### config.mk
export PLATFORM = sky130hd
export DESIGN_NAME = mwc_fifo
export DESIGN_NICKNAME = d
export VERILOG_FILES = /design/src/rtl/mwc_pkg.sv /design/src/rtl/mwc_fifo.sv
export SDC_FILE = /design/constraint.sdc
export NUM_CORES = 1
export LEC_CHECK = 0
export CAP_MARGIN = 25
export CORE_ASPECT_RATIO = 1.4
export CORE_MARGIN = 5
export CORE_UTILIZATION = 50
export CTS_BUF_LIST = sky130_fd_sc_hd__clkbuf_16
export DETAILED_ROUTE_END_ITERATION = 16
export PLACE_DENSITY = 0.7
export SYNTH_ARGS = -nofsm -noshare
export SYNTH_HDL_FRONTEND = slang
export SYNTH_SLANG_ARGS = --single-unit
### constraint.sdc
create_clock -name clk -period 9.65 [get_ports clk]
set_clock_uncertainty 0.2 [all_clocks]
set_input_delay 2.895 -clock clk [delete_from_list [all_inputs] [get_ports clk]]
set_output_delay 2.895 -clock clk [all_outputs]
set_load 0.01 [all_outputs]
### src/rtl/mwc_pkg.sv
// Shared definitions for the memory-write checker.
//   state_t      : checker FSM encoding (IDLE / RUN / DONE)
//   DEF_*        : default parameter values used by the interface,
//                  the expected-write FIFO and the top level
package mwc_pkg;

    localparam int DEF_DATA_W  = 8;
    localparam int DEF_ADDR_W  = 16;
    localparam int DEF_DEPTH   = 8;
    localparam int DEF_CNT_W   = 8;
    localparam int DEF_TIMEOUT = 1024;

    typedef enum logic [1:0] {
        ST_IDLE = 2'd0,
        ST_RUN  = 2'd1,
        ST_DONE = 2'd2
    } state_t;

endpackage

### src/rtl/mwc_fifo.sv
// Synchronous FIFO holding expected {addr,data} entries.
//   clk, reset        : clock, async active-high reset (empties the queue)
//   push, push_data   : write an entry (ignored when full)
//   pop, pop_data     : drop the head entry (ignored when empty); pop_data
//                       always shows the current head
//   full, empty, count: occupancy status
module mwc_fifo
    import mwc_pkg::*;
#(
    parameter  int WIDTH = DEF_ADDR_W + DEF_DATA_W,
    parameter  int DEPTH = DEF_DEPTH,
    localparam int AW    = $clog2(DEPTH)
) (
    input  logic             clk,
    input  logic             reset,
    input  logic             push,
    input  logic [WIDTH-1:0] push_data,
    input  logic             pop,
    output logic [WIDTH-1:0] pop_data,
    output logic             full,
    output logic             empty,
    output logic [AW:0]      count
);

    logic [WIDTH-1:0] mem [DEPTH];
    // One extra pointer bit distinguishes full from empty.
    logic [AW:0] wr_ptr;
    logic [AW:0] rd_ptr;
    logic        do_push;
    logic        do_pop;

    assign count    = wr_ptr - rd_ptr;
    assign empty    = (wr_ptr == rd_ptr);
    assign full     = (wr_ptr[AW] != rd_ptr[AW]) && (wr_ptr[AW-1:0] == rd_ptr[AW-1:0]);
    assign do_push  = push && !full;
    assign do_pop   = pop && !empty;
    assign pop_data = mem[rd_ptr[AW-1:0]];

    always_ff @(posedge clk or posedge reset) begin
        if (reset) begin
            wr_ptr <= '0;
            rd_ptr <= '0;
        end else begin
            if (do_push) wr_ptr <= wr_ptr + 1'b1;
            if (do_pop)  rd_ptr <= rd_ptr + 1'b1;
        end
    end

    always_ff @(posedge clk) begin
        if (do_push) mem[wr_ptr[AW-1:0]] <= push_data;
    end

endmodule

Yosys cells after proc, flatten, opt, wreduce, memory -nomap -nowiden
Memories as Yosys holds them, arrays and structs flattened. Index checks and enable logic that the tools add are counted.

Memory bits (writable): 192. Register bits after elaboration: 8. Bits in latches: 0. Output and inout bits: 30. Logic and storage cells: 16. ROM bits: 0. Input port bits: 28. Memories: 1.

Multipliers: 0. Bitwise logic cells: 0. Equal/unequal tests: 3. Magnitude comparators: 0. Multiplexer cells: 2. Shift-type cells: 0. Add/subtract/negate cells: 3. Divide/modulo/power cells: 0. Reductions and logical operators: 5.

Memories: mem (words 8, width 24, rd ports 1, clocked after Yosys merged registers in 0, wr ports 1, RTL line mwc_fifo.sv:25) `logic [WIDTH-1:0] mem [DEPTH];`.

Operators with widths (number): $add A4 B1 Y4 const B (2); $eq A4 B4 Y1 (1); $sub A4 B4 Y4 (1); $eq A3 B3 Y1 (1); $logic_and A1 B1 Y1 (3); $logic_not A1 Y1 (2); $mux W1 (2); $ne A1 B1 Y1 (1).

Logic depth before layout (Yosys ltp)
Gate-level depths: netlist (run 1).

Depth after elaboration: 6. Gate-level depth with buffers: 8. Depth with buffers taken out: 6.

Worst setup path before layout (run 1)
No wires, ideal clock.

Path kind: input to register. Start: input push. End: memory mem[0][0] in the netlist's numbering, enable pin. Library setup time: 0.466 ns. Cell stages on the path: 2. Arrival time: 5.296 ns. Path buffers: 0. Slack: 3.688 ns. Required time: 8.984 ns. Cell sequence: o21ai_4 > nor4_1.

Word-level cells in the longest chain between the ends: 3.

Ends and longest elaborated chain: start, declared (RTL line mwc_fifo.sv:16) `input logic push,`; $logic_and A1 B1 Y1 (RTL line mwc_fifo.sv:35) `assign do_push = push && !full;`; $mux W1 (RTL line mwc_fifo.sv:50) `if (do_push) mem[wr_ptr[AW-1:0]] <= push_data;`; $mux W1 (implied by the code) (RTL line mwc_fifo.sv:50); end, declared (RTL line mwc_fifo.sv:25).

No other way between the ends.

Worst setup path after layout (run 1)
Start: register rd_ptr[0]. End: output count[3].

Word-level cells in the longest chain between the ends: 1.

Ends and longest elaborated chain: start, declared (RTL line mwc_fifo.sv:28) `logic [AW:0] rd_ptr;`; start signal, assigned (RTL line mwc_fifo.sv:45) `if (do_pop) rd_ptr <= rd_ptr + 1'b1;`; $sub A4 B4 Y4 (RTL line mwc_fifo.sv:32) `assign count = wr_ptr - rd_ptr;`; end, declared (RTL line mwc_fifo.sv:22) `output logic [AW:0] count`.

No other way between the ends.

==> flow_summary.toml, run 1 <==
[finish]
final_cell_mix = "192 x edfxtp_1, 75 x nand2_1, 57 x clkdlybuf4s50_1, 27 x mux4_2, 21 x mux4_1"
layout.nets = 492
final.fill_count = 1129
layout-drive-gt1-share_pct = 18.0
final_common_cell = "edfxtp_1"
areaGrowthSynthToFinish_pct = 17.8
num_antenna_cells = 0
final_util_pct = 59.8

[clock_tree]
ctsResizeCount = 0
cts_buffers = 17
cts_setup_buffers = 0
max-clock-path-buffers = 2
hold_buffers = 0
insertion_delay_ns = 0.42
cts_root_buf = "clkbuf_16"
htreeDepth = 4
clock_sinks = 200
cts_tree = "built"
clk_pin_slew_ns = 0.07

[grt]
grt_max_degree = 32
grt-ovfl-total = 0
grt_pass1_vias = 3972
grt_usage_pct = 16.9
antenna_found_initial = 0
grt_first_pass_wirelength_microns = 22400

[floorplan]
initial_core_util_pct = 50.7
rows = 54
fp.dieH_microns = 159
core_area_sq_um = 15500
die_w_microns = 116
die-area_sq_um = 18400
boundaryPins = 58

[drt]
routed.top_layer = "met4"
first_iter_violations = 281
via_per_inst = 5.56
wl_met3_microns = 608
routed-via-count = 3711
met1_length_microns = 5830
drtAntennaViolNets = 0
drt_pass1_iterations = 4
wl_met2_microns = 7780
wl_microns = 14400
detail_route.wl_per_cell_microns = 21.5
drc = 0

[timing]
grt_setup_unrepaired = "false"
fin_crit_ns = 6.30
setup_viol = 0
hold_viol_final = 0
final_max_slew_viol_count = 0
final.setup.worst_slack_ns = 3.35
fin_tns_setup_ns = 0
maxSlewHeadroom_pct = 33.2
worst_pin_slew_ns = 1.00
finalCritPeriodShare_pct = 65.3
fmax_mhz = 159

[synth]
synth_top_area_share_pct = 73.1
synthTopCellsByArea = "edfxtp_1 73%, mux4_2 7.7%, mux4_1 7.0%"
netlist_instances = 388
ys_warn_count = 0
ys_ff_latch = 200
synth_edf_count = 192
syn_area_per_cell_sq_um = 20.3
synthFlopType = "edfxtp_1"
synthArstFlopShare_pct = 4.00
yosysUniqueCellTypes = 26
seq_area_frac_synth_pct = 75.7
synth_nets = 422
synth_area_sq_um = 7880
synth_top_cell_by_area = "edfxtp_1"

[setup_path]
crit_fanout = 30
endpoint_kind = "output pin"
cp_data_arrival_time_ns = 3.21
cpPeakStageDelay_ns = 0.85
critPathRequiredTime_ns = 6.56
crit_type = "reg2out"
crit_path_start_kind = "register"
crit_path_top_delay_cell = "dfrtp_2"
path_cells = "buf_4 -> ha_1 -> inv_1 -> a21o_1 -> a21oi_1 -> xnor2_1 -> clkdlybuf4s50_1"

[hold_path]
hold_path_class = "reg2reg"

[power_and_ir_drop]
cellPowerDensity_nw_per_um2 = 309
leakage_nw = 3.18
power.total_mw = 2.87
ir_drop_mv = 0.195

[place]
dp_slack_ns = 3.32
dp_hpwl_microns = 8190
portBuffers = 57
gp_congestion = 0.725

[status]
status = "finished clean"

[run]
cap_violations = 0
==> where the power goes <==
group          total (mW)  switching (mW)  internal (mW)
Combinational        1.01           0.486          0.519
Clock               0.668           0.326          0.342
Sequential           1.20          0.0937           1.10
==> critical path, delay by kind of cell, from the launching register on <==
family                   cells  cell delay (ns)
AO/OA/AOI/OAI                2             0.32
adder cells (fa/ha/maj)      1             0.28
buffers and inverters        3             1.17
XOR/XNOR                     1             0.14
flip-flops                   1             0.85
==> cells by family after synthesis <==
group | count (synthesis) | share of synthesized area (%)
DFF | 200 | 75.7
and+or+nand+nor | 90 | 4.44
muxes | 50 | 15.0
buffers and inverters | 27 | 2.00
xor gates and xnor gates | 10 | 1.21
adders and majority gates | 6 | 1.05
AOI/OAI and AO/OA | 5 | 0.635
==> final timing paths <==
kind | startpoint | endpoint | slack, ns | cells after the start
setup / recovery | rd_ptr[0]$_DFFE_PP0P_ | count[3] | 3.35 | 7
hold / removal | wr_ptr[3]$_DFFE_PP0P_ | wr_ptr[3]$_DFFE_PP0P_ | 0.35 | 1
setup reg to reg | rd_ptr[0]$_DFFE_PP0P_ | mem[1][22]$_DFFE_PP_ | 5.90 | 6
hold reg to reg | wr_ptr[3]$_DFFE_PP0P_ | wr_ptr[3]$_DFFE_PP0P_ | 0.35 | 1
max in group asynchronous | reset | rd_ptr[0]$_DFFE_PP0P_ | 6.47 | 2
min in group asynchronous | reset | wr_ptr[2]$_DFFE_PP0P_ | 2.51 | 2
==> cell usage after synthesis, types with 2 or more instances <==
cell	n
buf_2	9
mux4_1	21
nand3_1	2
clkbuf_1	2
nand2_1	75
nor2_1	7
nor3_1	4
xor2_1	4
mux2_2	2
edfxtp_1	192
ha_1	5
dfrtp_1	8
xnor2_1	5
inv_1	9
buf_6	6
mux4_2	27
==> per-stage QoR <==
step | instance area (sq um) | std cells | hold WS, ns
detailed placement | 8690 | 634 | 0.344
floorplan | 7880 | 388 | 0.326
global route | 9290 | 667 | 0.391
global placement | 8690 | 634 | 0.339
CTS | 9260 | 666 | 0.358
finish | 9290 | 667 | 0.351
==> per-layer routing <==
layer  vias up  global-route usage [%]
li1       1682                       -
met1      1938                    21.6
met2        81                    29.2
met3        10                    3.42
met4         0                    5.20
met5         -                       0
==> flip-flops by register name, indices dropped and copies added, names as in the netlist <==
signal / count
rd_ptr: 4
mem: 192
wr_ptr: 4
==> cell type report <==
class	instances	area (sq um)	area share (%)
Clock inverter	15	140	1.51
Inverter	10	37.5	0.404
Clock buffer	17	425	4.58
Tap cell	196	245	2.64
Timing Repair Buffer	68	673	7.25
Multi-Input combinational cell	161	1800	19.3
Sequential cell	200	5970	64.3
Note: power is estimated with default switching activity, not from simulation.
==> run 2: changes to the inputs <==
PLACE_DENSITY = 0.72   (was 0.7)
clock period = 5.15 ns   (was 9.65 ns; I/O delays follow)
==> flow_summary.toml, run 2 (synthesis gave the netlist of run 1 again) <==
[status]
status = "finished clean"

[timing]
maxSlewHeadroom_pct = 57.9
grt_setup_unrepaired = "false"
fmax_mhz = 219
fin_tns_setup_ns = 0
hold_viol_final = 0
fin_crit_ns = 4.57
setup_viol = 0
final_max_slew_viol_count = 0
holdWs_ns = 0.364
worst_pin_slew_ns = 0.632
finalCritPeriodShare_pct = 88.8

[grt]
grt-ovfl-total = 0
antenna_found_initial = 0
grt_max_degree = 41
grt_pass1_vias = 3971
grt_first_pass_wirelength_microns = 23200
grt_usage_pct = 17.4

[drt]
drc = 0
routed.top_layer = "met4"
wl_met2_microns = 7880
drt_pass1_iterations = 4
wl_microns = 14800
wl_met3_microns = 668
first_iter_violations = 159
routed-via-count = 3796
met1_length_microns = 6000
drtAntennaViolNets = 0
via_per_inst = 5.62
detail_route.wl_per_cell_microns = 21.9

[place]
gp_congestion = 0.767
portBuffers = 57
dp_hpwl_microns = 8900

[floorplan]
boundaryPins = 58
fp.dieH_microns = 159
die_w_microns = 116
core_area_sq_um = 15500
rows = 54
initial_core_util_pct = 50.7
die-area_sq_um = 18400

[clock_tree]
max-clock-path-buffers = 2
insertion_delay_ns = 0.43
clk_pin_slew_ns = 0.07
hold_buffers = 0
cts_root_buf = "clkbuf_16"
cts_tree = "built"
clock_sinks = 200
cts_setup_buffers = 0
ctsResizeCount = 0
cts_buffers = 17
htreeDepth = 4

[power_and_ir_drop]
leakage_nw = 3.23
cellPowerDensity_nw_per_um2 = 582
ir_drop_mv = 0.286
p_clk_share_pct = 23.7
sw_frac_of_total_pct = 31.3
combinationalPowerShare_pct = 35.4
p_sw_mw = 1.70
internal_power_mw = 3.74
pwr-share-seq_pct = 40.9

[finish]
areaGrowthSynthToFinish_pct = 18.6
final_cell_mix = "192 x edfxtp_1, 75 x nand2_1, 57 x clkdlybuf4s50_1, 27 x mux4_2, 21 x mux4_1"
layout-drive-gt1-share_pct = 19.4
num_antenna_cells = 0
final_common_cell = "edfxtp_1"
largest_reg_flops = 192
layout.nets = 501

[hold_path]
whs_endpoint = "wr_ptr[3]$_DFFE_PP0P_"
worstHoldStart = "wr_ptr[3]$_DFFE_PP0P_"
hold_path_depth = 1
hold_path_class = "reg2reg"

[setup_path]
cp_data_arrival_time_ns = 2.83
reg2reg_from = "rd_ptr[0]$_DFFE_PP0P_"
crit_type = "reg2out"
rrSetupSlack_ns = 2.13
r2r_cells = 5
crit_path_start_kind = "register"
endpoint_kind = "output pin"
r2r_end = "mem[7][14]$_DFFE_PP_"
crit_fanout = 21
critPathRequiredTime_ns = 3.41

[run]
cap_violations = 0
## run 2: layout make-up
type,instances,area [sq um]
fillers,1126,6190
flip-flops and latches,200,5970
multi-input cells,161,1790
repair buffers,77,721
clock buffers,17,425
well taps,196,245
clock inverters,15,161
inverters,10,37.5
## run 2: how the worst max path moves through the flow
stage | from | endpoint | slack, ns
2_1_floorplan | push | mem[0][0]$_DFFE_PP_ | 0.54
3_3_place_gp | rd_ptr[0]$_DFFE_PP0P_ | pop_data[11] | 1.00
3_5_place_dp | rd_ptr[0]$_DFFE_PP0P_ | pop_data[11] | 1.0
4_1_cts | rd_ptr[0]$_DFFE_PP0P_ | pop_data[13] | 0.52
5_1_grt | rd_ptr[0]$_DFFE_PP0P_ | pop_data[16] | 0.38
6_report | rd_ptr[0]$_DFFE_PP0P_ | pop_data[13] | 0.58
## run 2: power groups by stage
| stage | Sequential (mW) | Combinational, mW | Clock [mW] |
|---|---|---|---|
| floorplan | 2.18 | 1.23 | 0 |
| global placement | 2.24 | 1.95 | 0 |
| finish | 2.23 | 1.93 | 1.29 |
| detailed placement | 2.26 | 1.97 | 0 |
| CTS | 2.23 | 1.97 | 1.31 |
| global route | 2.26 | 2.09 | 1.39 |
## run 2: critical path: stages (launching register included)
cell             delay (ns)
dfrtp_2                0.78
buf_4                  0.40
mux4_2                 0.55
nand2_1                0.09
nand2_1                0.08
clkdlybuf4s50_1        0.49
## run 2: metal layers
layer | GRT usage (%) | vias to the layer above
li1 | - | 1696
met1 | 22.5 | 1992
met2 | 29.2 | 89
met3 | 4.33 | 19
met4 | 5.20 | 0
met5 | 0 | -
## run 2: per-stage QoR
| stage | cell area (sq um) | util [%] | instances | total power [mW] | setup slack, ns |
|---|---|---|---|---|---|
| detailed placement | 8760 | 56.4 | 644 | 4.23 | 0.997 |
| CTS | 9350 | 60.2 | 676 | 5.51 | 0.524 |
| global placement | 8760 | 56.4 | 644 | 4.19 | 1.00 |
| finish | 9350 | 60.2 | 676 | 5.44 | 0.577 |
| global route | 9350 | 60.2 | 676 | 5.73 | 0.381 |
| floorplan | 7880 | - | 388 | 3.40 | 0.538 |
==> run 3: changes to the inputs <==
--- a/config.mk
+++ b/config.mk
@@ -8,3 +8,3 @@
 export CAP_MARGIN = 25
-export CORE_ASPECT_RATIO = 1.4
+export CORE_ASPECT_RATIO = 0.9
 export CORE_MARGIN = 5
==> constraint.sdc (replaced) <==
create_clock -name clk -period 5.15 [get_ports clk]
set_clock_uncertainty 0.2 [all_clocks]
set_input_delay 1.03 -clock clk [delete_from_list [all_inputs] [get_ports clk]]
set_output_delay 1.03 -clock clk [all_outputs]
set_load 0.01 [all_outputs]
==> flow_summary.toml, run 3 (synthesis gave the netlist of run 1 again) <==
[finish]
layout.nets = 496
register_area_sq_um = 5970
num_antenna_cells = 0
final_cell_mix = "192 x edfxtp_1, 75 x nand2_1, 57 x clkdlybuf4s50_1, 27 x mux4_2, 21 x mux4_1"
final.fill_count = 1109
final_common_cell = "edfxtp_1"
areaGrowthSynthToFinish_pct = 18.3
largest_reg_flops = 192
layout-drive-gt1-share_pct = 17.7
multi_input_area_sq_um = 1790

[clock_tree]
cts_tree = "built"
cts_root_buf = "clkbuf_16"
htreeDepth = 4
hold_buffers = 0
clock_sinks = 200
cts_buffers = 17
cts_setup_buffers = 0
clk_pin_slew_ns = 0.06
ctsResizeCount = 0
max-clock-path-buffers = 2
insertion_delay_ns = 0.42

[grt]
grt_usage_pct = 17.0
grt-ovfl-total = 0
antenna_found_initial = 0
grt_pass1_vias = 3899
grt_max_degree = 36
grt_first_pass_wirelength_microns = 22700

[power_and_ir_drop]
ir_drop_mv = 0.279
leakage_nw = 3.21
cellPowerDensity_nw_per_um2 = 584
power.total_mw = 5.44

[drt]
routed-via-count = 3729
via_per_inst = 5.51
drt_pass1_iterations = 5
drc = 0
wl_microns = 14700
first_iter_violations = 255
drtAntennaViolNets = 0
detail_route.wl_per_cell_microns = 21.7

[timing]
finalCritPeriodShare_pct = 80.1
final_max_slew_viol_count = 0
holdWs_ns = 0.357
setup_viol = 0
maxSlewHeadroom_pct = 37.3
hold_viol_final = 0
fmax_mhz = 242
worst_pin_slew_ns = 0.939
grt_setup_unrepaired = "false"
fin_tns_setup_ns = 0
fin_crit_ns = 4.13
final.setup.worst_slack_ns = 1.02

[setup_path]
critPathRequiredTime_ns = 3.92
endpoint_kind = "output pin"
crit_path_start_kind = "register"
crit_type = "reg2out"
setup.worst_path.end = "pop_data[3]"
critPathLaunch = "rd_ptr[0]$_DFFE_PP0P_"
rrSetupSlack_ns = 1.69
crit_fanout = 28
r2r_cells = 5
cp_data_arrival_time_ns = 2.90
r2r_end = "mem[5][10]$_DFFE_PP_"
reg2reg_from = "rd_ptr[0]$_DFFE_PP0P_"

[floorplan]
boundaryPins = 58
initial_core_util_pct = 51.1
fp.dieH_microns = 129
rows = 43
die_w_microns = 142
die-area_sq_um = 18400
core_area_sq_um = 15400

[place]
gp_congestion = 0.751
dp_hpwl_microns = 8570
portBuffers = 57
dp_slack_ns = 1.41

[run]
cap_violations = 0

[hold_path]
hold_path_class = "reg2reg"

[status]
status = "finished clean"
run 3: layer usage:
metal / up-vias / track usage [%] / part of all wire [%] / wire [microns]
met2: 91 / 28.9 / 53 / 7770
met3: 9 / 3.54 / 5.8 / 847
met1: 1935 / 22.2 / 41 / 6010
li1: 1694 / - / - / -
met5: - / 0 / 0 / 0
met4: 0 / 5.59 / 0.59 / 87
run 3: power by group:
group	internal, mW	switching (mW)
Sequential	2.07	0.178
Combinational	0.979	0.916
Clock	0.756	0.544
run 3: area by class of cell:
type | count | area share (%)
sequential | 200 | 64.0
multi-input combinational | 161 | 19.2
timing repair buffer | 72 | 7.46
clock buffer | 17 | 4.56
tap | 202 | 2.71
clock inverter | 15 | 1.69
inverter | 10 | 0.402
run 3: critical path, cell delays in order, from the launching register on:
cell and delay, ns:
dfrtp_2 0.93, buf_12 0.31, mux4_1 0.57, nand2_1 0.09, nand2_1 0.07, clkdlybuf4s50_1 0.48
run 3: worst min-delay path by stage:
stage / startpoint / end / slack (ns) / depth (start not counted)
6_report: wr_ptr[3]$_DFFE_PP0P_ / wr_ptr[3]$_DFFE_PP0P_ / 0.36 / 1
5_1_grt: wr_ptr[3]$_DFFE_PP0P_ / wr_ptr[3]$_DFFE_PP0P_ / 0.38 / 1
4_1_cts: wr_ptr[3]$_DFFE_PP0P_ / wr_ptr[3]$_DFFE_PP0P_ / 0.36 / 1
3_5_place_dp: wr_ptr[3]$_DFFE_PP0P_ / wr_ptr[3]$_DFFE_PP0P_ / 0.35 / 1
3_3_place_gp: wr_ptr[3]$_DFFE_PP0P_ / wr_ptr[3]$_DFFE_PP0P_ / 0.34 / 1
2_1_floorplan: wr_ptr[3]$_DFFE_PP0P_ / wr_ptr[3]$_DFFE_PP0P_ / 0.33 / 1
run 3: metrics by stage:
step / utilization [%] / instance area (sq um) / instances
final: 60.4 / 9330 / 677
after CTS: 60.4 / 9330 / 677
after floorplan: - / 7880 / 388
after global placement: 56.6 / 8750 / 645
after global routing: 60.4 / 9330 / 677
after detailed placement: 56.6 / 8750 / 645
